## src/rtl/dmem_access_unit_if.sv

```systemverilog
// dmem_access_unit_if
//   Bundles the CPU load/store request/response channel and the memory
//   controller DAT channel of the load/store sequencer.
//   Modports:
//     slave  - the sequencer's view: takes CPU requests and DAT_ACK/DAT_DATA_O,
//              drives req_ready, rsp_*, DAT_ADDR/DAT_DATA_I/DAT_REN/DAT_WEN.
//     master - the environment's view (CPU pipeline + memory controller).
interface dmem_access_unit_if #(
  parameter int ADDR_W = 32
);
  // CPU request
  logic              req_valid;
  logic              req_ready;
  logic              req_we;
  logic [1:0]        req_size;
  logic              req_signed;
  logic [ADDR_W-1:0] req_addr;
  logic [31:0]       req_wdata;
  // CPU response
  logic              rsp_valid;
  logic [31:0]       rsp_rdata;
  logic              rsp_err;
  // Memory controller DAT port
  logic [ADDR_W-1:0] DAT_ADDR;
  logic [31:0]       DAT_DATA_I;
  logic              DAT_REN;
  logic              DAT_WEN;
  logic              DAT_ACK;
  logic [31:0]       DAT_DATA_O;

  modport slave (
    input  req_valid, req_we, req_size, req_signed, req_addr, req_wdata,
    input  DAT_ACK, DAT_DATA_O,
    output req_ready, rsp_valid, rsp_rdata, rsp_err,
    output DAT_ADDR, DAT_DATA_I, DAT_REN, DAT_WEN
  );

  modport master (
    output req_valid, req_we, req_size, req_signed, req_addr, req_wdata,
    output DAT_ACK, DAT_DATA_O,
    input  req_ready, rsp_valid, rsp_rdata, rsp_err,
    input  DAT_ADDR, DAT_DATA_I, DAT_REN, DAT_WEN
  );
endinterface

```

## src/rtl/dmem_access_unit.sv

```systemverilog
// dmem_access_unit
//   Load/store sequencer in front of the memory controller DAT port. Takes one
//   CPU request at a time, turns byte/half/word accesses into word-aligned
//   DAT_REN/DAT_WEN transactions (read-modify-write for sub-word stores) and
//   returns aligned, sign/zero-extended load data.
//   Controller handshake: strobe held until ACK, strobe dropped, then ACK must
//   be seen low (GAP state) before the unit goes idle or issues another strobe.
//   Ports:
//     clk, rst - clock, asynchronous active-high reset
//     bus      - dmem_access_unit_if.slave (CPU req/rsp + DAT port)
//   Optional build macro:
//     MEM_TIMEOUT_EN - abort a strobe that waits TIMEOUT_CYCLES cycles without
//                      ACK, returning rsp_err=1. Undefined: wait indefinitely.
module dmem_access_unit #(
  parameter int ADDR_W         = 32,
  parameter int TIMEOUT_CYCLES = 255
) (
  input logic               clk,
  input logic               rst,
  dmem_access_unit_if.slave bus
);

  typedef enum logic [1:0] {S_IDLE, S_RD, S_WR, S_GAP} state_t;

  state_t            state_q, state_d;
  logic              ready_q, ready_d;
  logic [ADDR_W-1:0] addr_q, addr_d;
  logic [1:0]        size_q, size_d;
  logic              sgn_q, sgn_d;
  // Only the low half of store data is needed after acceptance: word stores
  // load DAT_DATA_I straight from the request.
  logic [15:0]       wlo_q, wlo_d;
  logic              rmw_q, rmw_d;
  logic [31:0]       rdword_q, rdword_d;
  logic              ren_q, ren_d;
  logic              wen_q, wen_d;
  logic [31:0]       wdat_q, wdat_d;
  logic              rsp_valid_q, rsp_valid_d;
  logic [31:0]       rsp_rdata_q, rsp_rdata_d;
  logic              rsp_err_q, rsp_err_d;
  logic              req_bad;
  logic              tmo_hit;

  // Byte/half lane selection with optional sign extension; words pass through.
  function automatic logic [31:0] load_extract(input logic [31:0] w, input logic [1:0] off,
                                               input logic [1:0] sz, input logic sgn);
    logic [7:0]  b;
    logic [15:0] h;
    logic [31:0] r;
    case (off)
      2'd0:    b = w[7:0];
      2'd1:    b = w[15:8];
      2'd2:    b = w[23:16];
      default: b = w[31:24];
    endcase
    h = off[1] ? w[31:16] : w[15:0];
    case (sz)
      2'b00:   r = {{24{sgn & b[7]}}, b};
      2'b01:   r = {{16{sgn & h[15]}}, h};
      default: r = w;
    endcase
    return r;
  endfunction

  // Replace the addressed lane(s) of the read word with the store data.
  function automatic logic [31:0] rmw_merge(input logic [31:0] w, input logic [1:0] off,
                                            input logic [1:0] sz, input logic [15:0] wd);
    logic [31:0] r;
    r = w;
    if (sz == 2'b00) begin
      case (off)
        2'd0:    r[7:0]   = wd[7:0];
        2'd1:    r[15:8]  = wd[7:0];
        2'd2:    r[23:16] = wd[7:0];
        default: r[31:24] = wd[7:0];
      endcase
    end else if (off[1]) begin
      r[31:16] = wd;
    end else begin
      r[15:0] = wd;
    end
    return r;
  endfunction

  assign req_bad = (bus.req_size == 2'b11) ||
                   (bus.req_size == 2'b01 && bus.req_addr[0]) ||
                   (bus.req_size == 2'b10 && bus.req_addr[1:0] != 2'b00);

`ifdef MEM_TIMEOUT_EN
  localparam int CNT_W = 16;
  logic [CNT_W-1:0] cnt_q;

  // Cleared on every state change, so each strobe gets a full budget.
  always_ff @(posedge clk or posedge rst) begin
    if (rst)                                    cnt_q <= '0;
    else if (state_d != state_q)                cnt_q <= '0;
    else if (state_q == S_RD || state_q == S_WR) cnt_q <= cnt_q + 1'b1;
  end

  // Fires in the last allowed strobe cycle, so the strobe is high for
  // exactly TIMEOUT_CYCLES cycles.
  assign tmo_hit = (cnt_q == CNT_W'(TIMEOUT_CYCLES - 1));
`else
  logic unused_tmo_cfg;
  assign unused_tmo_cfg = (TIMEOUT_CYCLES != 0);
  assign tmo_hit        = 1'b0;
`endif

  always_comb begin
    state_d     = state_q;
    addr_d      = addr_q;
    size_d      = size_q;
    sgn_d       = sgn_q;
    wlo_d       = wlo_q;
    rmw_d       = rmw_q;
    rdword_d    = rdword_q;
    ren_d       = ren_q;
    wen_d       = wen_q;
    wdat_d      = wdat_q;
    rsp_valid_d = 1'b0;
    rsp_rdata_d = rsp_rdata_q;
    rsp_err_d   = rsp_err_q;
    case (state_q)
      S_IDLE: begin
        if (bus.req_valid && ready_q) begin
          addr_d = bus.req_addr;
          size_d = bus.req_size;
          sgn_d  = bus.req_signed;
          wlo_d  = bus.req_wdata[15:0];
          if (req_bad) begin
            rsp_valid_d = 1'b1;
            rsp_err_d   = 1'b1;
            rsp_rdata_d = '0;
          end else if (!bus.req_we) begin
            state_d = S_RD;
            ren_d   = 1'b1;
            rmw_d   = 1'b0;
          end else if (bus.req_size == 2'b10) begin
            state_d = S_WR;
            wen_d   = 1'b1;
            wdat_d  = bus.req_wdata;
            rmw_d   = 1'b0;
          end else begin
            state_d = S_RD;
            ren_d   = 1'b1;
            rmw_d   = 1'b1;
          end
        end
      end
      S_RD: begin
        if (bus.DAT_ACK) begin
          ren_d    = 1'b0;
          rdword_d = bus.DAT_DATA_O;
          state_d  = S_GAP;
          // The read half of an RMW answers nothing; the write ACK does.
          if (!rmw_q) begin
            rsp_valid_d = 1'b1;
            rsp_err_d   = 1'b0;
            rsp_rdata_d = load_extract(bus.DAT_DATA_O, addr_q[1:0], size_q, sgn_q);
          end
        end else if (tmo_hit) begin
          ren_d       = 1'b0;
          rmw_d       = 1'b0;  // aborted RMW never writes
          state_d     = S_GAP;
          rsp_valid_d = 1'b1;
          rsp_err_d   = 1'b1;
          rsp_rdata_d = '0;
        end
      end
      S_WR: begin
        if (bus.DAT_ACK) begin
          wen_d       = 1'b0;
          state_d     = S_GAP;
          rsp_valid_d = 1'b1;
          rsp_err_d   = 1'b0;
          rsp_rdata_d = '0;
        end else if (tmo_hit) begin
          wen_d       = 1'b0;
          state_d     = S_GAP;
          rsp_valid_d = 1'b1;
          rsp_err_d   = 1'b1;
          rsp_rdata_d = '0;
        end
      end
      S_GAP: begin
        if (!bus.DAT_ACK) begin
          if (rmw_q) begin
            state_d = S_WR;
            wen_d   = 1'b1;
            wdat_d  = rmw_merge(rdword_q, addr_q[1:0], size_q, wlo_q);
            rmw_d   = 1'b0;
          end else begin
            state_d = S_IDLE;
          end
        end
      end
      default: state_d = S_IDLE;
    endcase
    // Registered ready: open only in IDLE and never alongside a response.
    ready_d = (state_d == S_IDLE) && !rsp_valid_d;
  end

  always_ff @(posedge clk or posedge rst) begin
    if (rst) begin
      state_q     <= S_IDLE;
      ready_q     <= 1'b1;
      addr_q      <= '0;
      size_q      <= '0;
      sgn_q       <= 1'b0;
      wlo_q       <= '0;
      rmw_q       <= 1'b0;
      rdword_q    <= '0;
      ren_q       <= 1'b0;
      wen_q       <= 1'b0;
      wdat_q      <= '0;
      rsp_valid_q <= 1'b0;
      rsp_rdata_q <= '0;
      rsp_err_q   <= 1'b0;
    end else begin
      state_q     <= state_d;
      ready_q     <= ready_d;
      addr_q      <= addr_d;
      size_q      <= size_d;
      sgn_q       <= sgn_d;
      wlo_q       <= wlo_d;
      rmw_q       <= rmw_d;
      rdword_q    <= rdword_d;
      ren_q       <= ren_d;
      wen_q       <= wen_d;
      wdat_q      <= wdat_d;
      rsp_valid_q <= rsp_valid_d;
      rsp_rdata_q <= rsp_rdata_d;
      rsp_err_q   <= rsp_err_d;
    end
  end

  assign bus.req_ready  = ready_q;
  assign bus.rsp_valid  = rsp_valid_q;
  assign bus.rsp_rdata  = rsp_rdata_q;
  assign bus.rsp_err    = rsp_err_q;
  assign bus.DAT_ADDR   = {addr_q[ADDR_W-1:2], 2'b00};
  assign bus.DAT_DATA_I = wdat_q;
  assign bus.DAT_REN    = ren_q;
  assign bus.DAT_WEN    = wen_q;

endmodule
```

## src/flat_wrapper.sv

```systemverilog
// flat-port wrapper written by rule: the top's interface ports become plain ports
module dmem_access_unit_flat 
#(
  parameter int ADDR_W         = 32,
  parameter int TIMEOUT_CYCLES = 255
)
  (clk, rst, bus_req_valid, bus_req_we, bus_req_size, bus_req_signed, bus_req_addr, bus_req_wdata, bus_DAT_ACK, bus_DAT_DATA_O, bus_req_ready, bus_rsp_valid, bus_rsp_rdata, bus_rsp_err, bus_DAT_ADDR, bus_DAT_DATA_I, bus_DAT_REN, bus_DAT_WEN);
  dmem_access_unit_if #(.ADDR_W(ADDR_W)) bus_i ();
  input logic clk;
  input logic rst;
  input wire logic [$bits(bus_i.req_valid)-1:0] bus_req_valid;
  input wire logic [$bits(bus_i.req_we)-1:0] bus_req_we;
  input wire logic [$bits(bus_i.req_size)-1:0] bus_req_size;
  input wire logic [$bits(bus_i.req_signed)-1:0] bus_req_signed;
  input wire logic [$bits(bus_i.req_addr)-1:0] bus_req_addr;
  input wire logic [$bits(bus_i.req_wdata)-1:0] bus_req_wdata;
  input wire logic [$bits(bus_i.DAT_ACK)-1:0] bus_DAT_ACK;
  input wire logic [$bits(bus_i.DAT_DATA_O)-1:0] bus_DAT_DATA_O;
  output wire logic [$bits(bus_i.req_ready)-1:0] bus_req_ready;
  output wire logic [$bits(bus_i.rsp_valid)-1:0] bus_rsp_valid;
  output wire logic [$bits(bus_i.rsp_rdata)-1:0] bus_rsp_rdata;
  output wire logic [$bits(bus_i.rsp_err)-1:0] bus_rsp_err;
  output wire logic [$bits(bus_i.DAT_ADDR)-1:0] bus_DAT_ADDR;
  output wire logic [$bits(bus_i.DAT_DATA_I)-1:0] bus_DAT_DATA_I;
  output wire logic [$bits(bus_i.DAT_REN)-1:0] bus_DAT_REN;
  output wire logic [$bits(bus_i.DAT_WEN)-1:0] bus_DAT_WEN;
  assign bus_i.req_valid = bus_req_valid;
  assign bus_i.req_we = bus_req_we;
  assign bus_i.req_size = bus_req_size;
  assign bus_i.req_signed = bus_req_signed;
  assign bus_i.req_addr = bus_req_addr;
  assign bus_i.req_wdata = bus_req_wdata;
  assign bus_i.DAT_ACK = bus_DAT_ACK;
  assign bus_i.DAT_DATA_O = bus_DAT_DATA_O;
  assign bus_req_ready = bus_i.req_ready;
  assign bus_rsp_valid = bus_i.rsp_valid;
  assign bus_rsp_rdata = bus_i.rsp_rdata;
  assign bus_rsp_err = bus_i.rsp_err;
  assign bus_DAT_ADDR = bus_i.DAT_ADDR;
  assign bus_DAT_DATA_I = bus_i.DAT_DATA_I;
  assign bus_DAT_REN = bus_i.DAT_REN;
  assign bus_DAT_WEN = bus_i.DAT_WEN;
  dmem_access_unit #(.ADDR_W(ADDR_W), .TIMEOUT_CYCLES(TIMEOUT_CYCLES)) u_core (.clk(clk), .rst(rst), .bus(bus_i));
endmodule
```

## config.mk

```make
export PLATFORM = sky130hd
export DESIGN_NAME = dmem_access_unit_flat
export DESIGN_NICKNAME = d
export VERILOG_FILES = /design/src/rtl/dmem_access_unit_if.sv /design/src/rtl/dmem_access_unit.sv /design/src/flat_wrapper.sv
export SDC_FILE = /design/constraint.sdc
export NUM_CORES = 1
export LEC_CHECK = 0
export CAP_MARGIN = 20
export CORE_ASPECT_RATIO = 0.6
export CORE_MARGIN = 2
export CORE_UTILIZATION = 50
export CTS_CLUSTER_DIAMETER = 50
export DETAILED_ROUTE_END_ITERATION = 8
export MAX_ROUTING_LAYER = met4
export PLACE_DENSITY_LB_ADDON = 0.25
export SLEW_MARGIN = 20
export SYNTH_ARGS = -nofsm -noshare
export SYNTH_HDL_FRONTEND = slang
export SYNTH_SLANG_ARGS = --single-unit
```

## constraint.sdc

```tcl
create_clock -name clk -period 7.65 [get_ports clk]
set_clock_uncertainty 0.1 [all_clocks]
set_input_delay 1.9125 -clock clk [delete_from_list [all_inputs] [get_ports clk]]
set_output_delay 1.9125 -clock clk [all_outputs]
set_load 0.05 [all_outputs]
```

# [After elaboration in Yosys (flattened, before gate mapping)]
# Cells that the tools add are included.
[op_classes] n_bitwise=2 eq_ne=20 n_mux=64 reduce_logical=25
[op_table] op="$mux 32" count=12
[op_table] op="$pmux 32 s2" count=2
[op_table] op="$pmux 32 s3" count=1
[op_table] op="$mux 8" count=7
[op_table] op="$mux 16" count=3
[op_table] op="$mux 1" count=25
[op_table] op="$pmux 8 s3" count=1
[op_table] op="$mux 2" count=7
[op_table] op="$ne 2x2->1 const B" count=6
[op_table] op="$eq 2x2->1 const B" count=5
[op_table] op="$pmux 1 s3" count=3
[op_table] op="$eq 2x1->1 const B" count=4
[op_table] op="$logic_not 2->1" count=4
[op_table] op="$ne 2x1->1 const B" count=4
[op_table] op="$reduce_and 8->1" count=1
[op_table] op="$reduce_and 7->1" count=1
[op_table] op="$pmux 2 s3" count=1
[op_table] op="$reduce_and 6->1" count=1
[op_table] op="$reduce_bool 2->1" count=3
[op_table] op="$reduce_bool 3->1" count=2
[op_table] op="$reduce_and 5->1" count=1
[op_table] op="$logic_and 1x1->1" count=4
[op_table] op="$pmux 1 s2" count=2
[op_table] op="$reduce_and 2->1" count=2
[op_table] op="7 further kinds" count=9
[word_totals] in_bits=104 reg_bits=155 elab_cells=125

# [Depth between registers and ports, before layout]
[logic_depth] depth_word=10 depth_mapped=9

# [Least setup slack after synthesis]
# Ideal clock, no wire load.
[synth_path] path_type="input to register" startpoint="input bus_req_size[0]" endpoint="register u_core.wdat_q[16], in the netlist u_core.bus.DAT_DATA_I[16]" path_buffers=2 setup_ns=0.125 t_arrival_ns=3.313 slack_ns=4.112 path_stages=6 required_time_ns=7.425 path_cell_list="nand3b_1 -> or4_4 -> a22o_1 -> buf_6 -> buf_8 -> mux2_4"
[synth_via] elab_chain_len=6 word_cells_on_any_way=10
[synth_rtl] item="start, declared" line_no="flat_wrapper.sv:13" text="input wire logic [$bits(bus_i.req_size)-1:0] bus_req_size;"
[synth_rtl] item="$eq 2x1->1" line_no="dmem_access_unit.sv:86" text="(bus.req_size == 2'b01 && bus.req_addr[0]) ||"
[synth_rtl] item="$logic_and 1x1->1" line_no="dmem_access_unit.sv:86"
[synth_rtl] item="$logic_or 1x1->1" line_no="dmem_access_unit.sv:85" text="assign req_bad = (bus.req_size == 2'b11) ||"
[synth_rtl] item="$logic_or 1x1->1" line_no="dmem_access_unit.sv:86"
[synth_rtl] item="$ne 2x2->1 (no source line)"
[synth_rtl] item="$reduce_and 7->1 (no source line) *"
[synth_rtl] item="end signal, assigned" line_no="dmem_access_unit.sv:230" text="wdat_q <= wdat_d;"
[synth_rtl] item="end, declared" line_no="dmem_access_unit.sv:37" text="logic [31:0] wdat_q, wdat_d;"
# Every way passes the cells marked *; elsewhere a longest branch is shown, timed or not.
# A chain may end at the register's enable or synchronous reset.

# [Final worst setup path]
[layout_path] startpoint="input bus_req_size[1]" endpoint="register u_core.wdat_q[3], in the netlist u_core.bus.DAT_DATA_I[3]"
# Same word-level chain as after synthesis.

==> impl_metrics.yaml <==
clock_network:
  cts_setup_buffers: 0
  cts_tree: "yes"
  cts_resized: 0
  cts_max_path_buffers: 2
  clk_pin_slew_ns: 0.07
  cts_root_buffer: "clkbuf_16"
  clk_latency_ns: 0.44
  ctsHoldBuffers: 0
  cts_made_buffers: 17
  cts-htree-levels: 4
  cts_sinks: 155
setup_path:
  crit_chain: "clkdlybuf4s50_1 > nand3b_1 > or4_4 > a22o_2 > mux2_4"
  path_class: "primary input to register"
  cp_data_arrival_time_ns: 4.23
  crit_family: "simple AND/OR/NAND/NOR gates"
  crit_end: "u_core.bus.DAT_DATA_I[3]$_DFFE_PP0P_"
  critPathMaxStageDelay_ns: 0.62
  path_max_fanout: 32
  rrSetupSlack_ns: 4.12
  timing.critical_path.buf_inv: 1
  critPathLaunchType: "primary input"
  startpoint: "bus_req_size[1]"
  reg2regPathDepth: 5
  worst-path-stages: 5
  reg2reg_from: "u_core.state_q[1]$_DFF_PP0_"
  crit_required_ns: 7.87
  r2r_end: "u_core.bus.DAT_DATA_I[31]$_DFFE_PP0P_"
  endpoint_kind: "register"
  cp_slowest_cell: "a22o_2"
finish:
  n_fill_cell: 1144
  area_delta_synth_final_pct: 30.5
  final_net_count: 960
  antenna_cells: 0
  multiInputGateArea_mm2: 0.00354
  drive_gt1_share_pct: 19.2
  seqCellArea_mm2: 0.00388
power_and_ir_drop:
  finalPower_mw: 5.29
  ir_drop_mv: 0.303
  leakagePower_nw: 4.54
  p_per_area_mw_per_mm2: 507
placement:
  dp_hpwl_mm: 16.3
  port_buffers: 202
  gp_congestion: 0.871
logic_synthesis:
  synth.yosys.seq_area_share_pct: 48.5
  synth_top_area_share_pct: 48.2
  synth_top_cell_by_area: "dfrtp_1"
  synth_top_flop_cell: "dfrtp_1"
  synth_area_leaders: "dfrtp_1 (48%), mux2_2 (13%), mux2_4 (4.1%), o21ai_0 (3.5%), buf_4 (3.0%)"
  synth.distinct_cells: 53
  ys_seq_elements: 155
  avgSynthCellArea_um2: 11.4
  syn_inst: 704
  yosys_warnings: 0
  synth_edf_count: 0
  netlist_area_mm2: 0.00799
  async_flop_share_pct: 100
sta:
  fmax_ghz: 0.250
  max_slew.worst_pin.slew_ns: 1.06
  hold_violations: 0
  fin_tns_setup_ns: 0
  fin_crit_ns: 4.00
  finalSetupViolations: 0
  fin_crit_sh_pct: 52.3
  slew_viol_final: 0
  rsz0062_at_grt: "no"
  slew_headroom_pct: 29.5
route:
  ant_nets: 0
  wl_per_cell_um: 21.3
  drc: 13
  drt_iter0_drc: 565
  dr.pass1.iters: 7
  via_per_inst: 5.94
  num_vias: 6333
  wirelength_mm: 22.7
min_path:
  min_from: "u_core.addr_q[11]$_DFFE_PP0P_"
  hold_path_class: "register to register"
global_routing:
  antenna_found_initial: 0
  grt_use_total_pct: 27.9
  grt_pass1_vias: 6243
  overflow: 0
  grt_first_pass_wirelength_mm: 34.9
  grt_max_degree: 89
floorplan:
  die_h_um: 102
  pin_count: 205
  die-area_mm2: 0.0170
  die_width_um: 167
  start_util_pct: 51.6
  core_mm2: 0.0155
  std_cell_rows: 35
job:
  max_cap_violations: 0
run_status:
  violations: "design-rule violations"
  status: "finished with violations"
registers in the layout, indices dropped and copies added, names as in the netlist:
register,flops
u_core.addr_q,32
u_core.wlo_q,16
u_core.rdword_q,32
u_core.rmw_q,1
u_core.bus.req_ready,1
u_core.state_q,2
u_core.size_q,2
u_core.bus.DAT_DATA_I,32
u_core.bus.rsp_err,1
u_core.bus.DAT_WEN,1
u_core.bus.rsp_valid,1
u_core.bus.DAT_REN,1
u_core.bus.rsp_rdata,32
u_core.sgn_q,1
synthesized netlist by cell type, drive strengths merged (3+ instances only):
cell / count
dfrtp: 154
mux2: 118
o21ai: 57
buf: 48
clkbuf: 37
nand2: 29
nor2b: 27
nor2: 26
a31oi: 25
a22o: 24
inv: 22
mux2i: 21
nand3: 21
a21oi: 11
o2bb2ai: 9
o311ai: 9
o21bai: 8
o311a: 8
a211oi: 7
ha: 6
a211o: 3
nand2b: 3
nor3: 3
how the worst min path moves through the flow:
stage,to,slack [ns],cells after the start
after detailed placement,u_core.rdword_q[22]$_DFFE_PP0P_,0.39,1
after floorplan,u_core.rdword_q[23]$_DFFE_PP0P_,0.34,2
after CTS,u_core.rdword_q[22]$_DFFE_PP0P_,0.40,1
after global routing,u_core.addr_q[14]$_DFFE_PP0P_,0.42,1
final,u_core.addr_q[11]$_DFFE_PP0P_,0.40,1
after global placement,u_core.rdword_q[23]$_DFFE_PP0P_,0.37,2
cell usage in the layout, fill, tap and decap left out, types with 20 or more instances in the layout:
master	count
o21ai_0	56
a22o_1	23
mux2_2	92
clkdlybuf4s50_1	202
a31oi_1	25
inv_1	21
dfrtp_1	154
mux2_4	22
mux2i_1	21
nor2b_1	27
nand2_1	29
nor2_1	26
nand3_1	20
through the flow:
stage	utilization (%)	instances	hold slack, ns	setup slack, ns	instance area (um^2)
after detailed placement	63.6	1034	0.389	3.23	9860
after CTS	67.3	1066	0.405	3.68	10400
final	67.3	1066	0.404	3.65	10400
after global routing	67.3	1066	0.419	3.52	10400
after global placement	63.6	1034	0.370	3.31	9860
after floorplan	-	705	0.344	1.46	8000
cell type report:
cell class	count	area share [%]
Inverter	23	0.875
Multi-Input combinational cell	442	33.9
Clock inverter	15	1.46
Timing Repair Buffer	211	20.0
Clock buffer	17	4.08
Tap cell	203	2.43
Sequential cell	155	37.2
cell families after synthesis:
| logic type | Yosys count | synth area share (%) |
|---|---|---|
| AND/OR/NAND/NOR | 118 | 7.31 |
| adder cells (fa/ha/maj) | 6 | 0.939 |
| AO/OA/AOI/OAI | 176 | 15.3 |
| flip-flops | 155 | 48.5 |
| other | 1 | 0.0469 |
| multiplexers | 140 | 20.6 |
| buffers and inverters | 108 | 7.32 |
per-layer routing:
layer,GRT usage [%],routed length [um],share of wire [%]
met3,7.13,2170,9.6
met2,39.5,9610,42
met4,7.56,331,1.5
met1,39.8,10600,47
met5,-,0,0
power by group:
part	internal (mW)	switching, mW
Combinational	1.15	1.80
Sequential	1.21	0.283
Clock	0.461	0.383
Total	2.82	2.47
(Power assumes the default switching activity.)
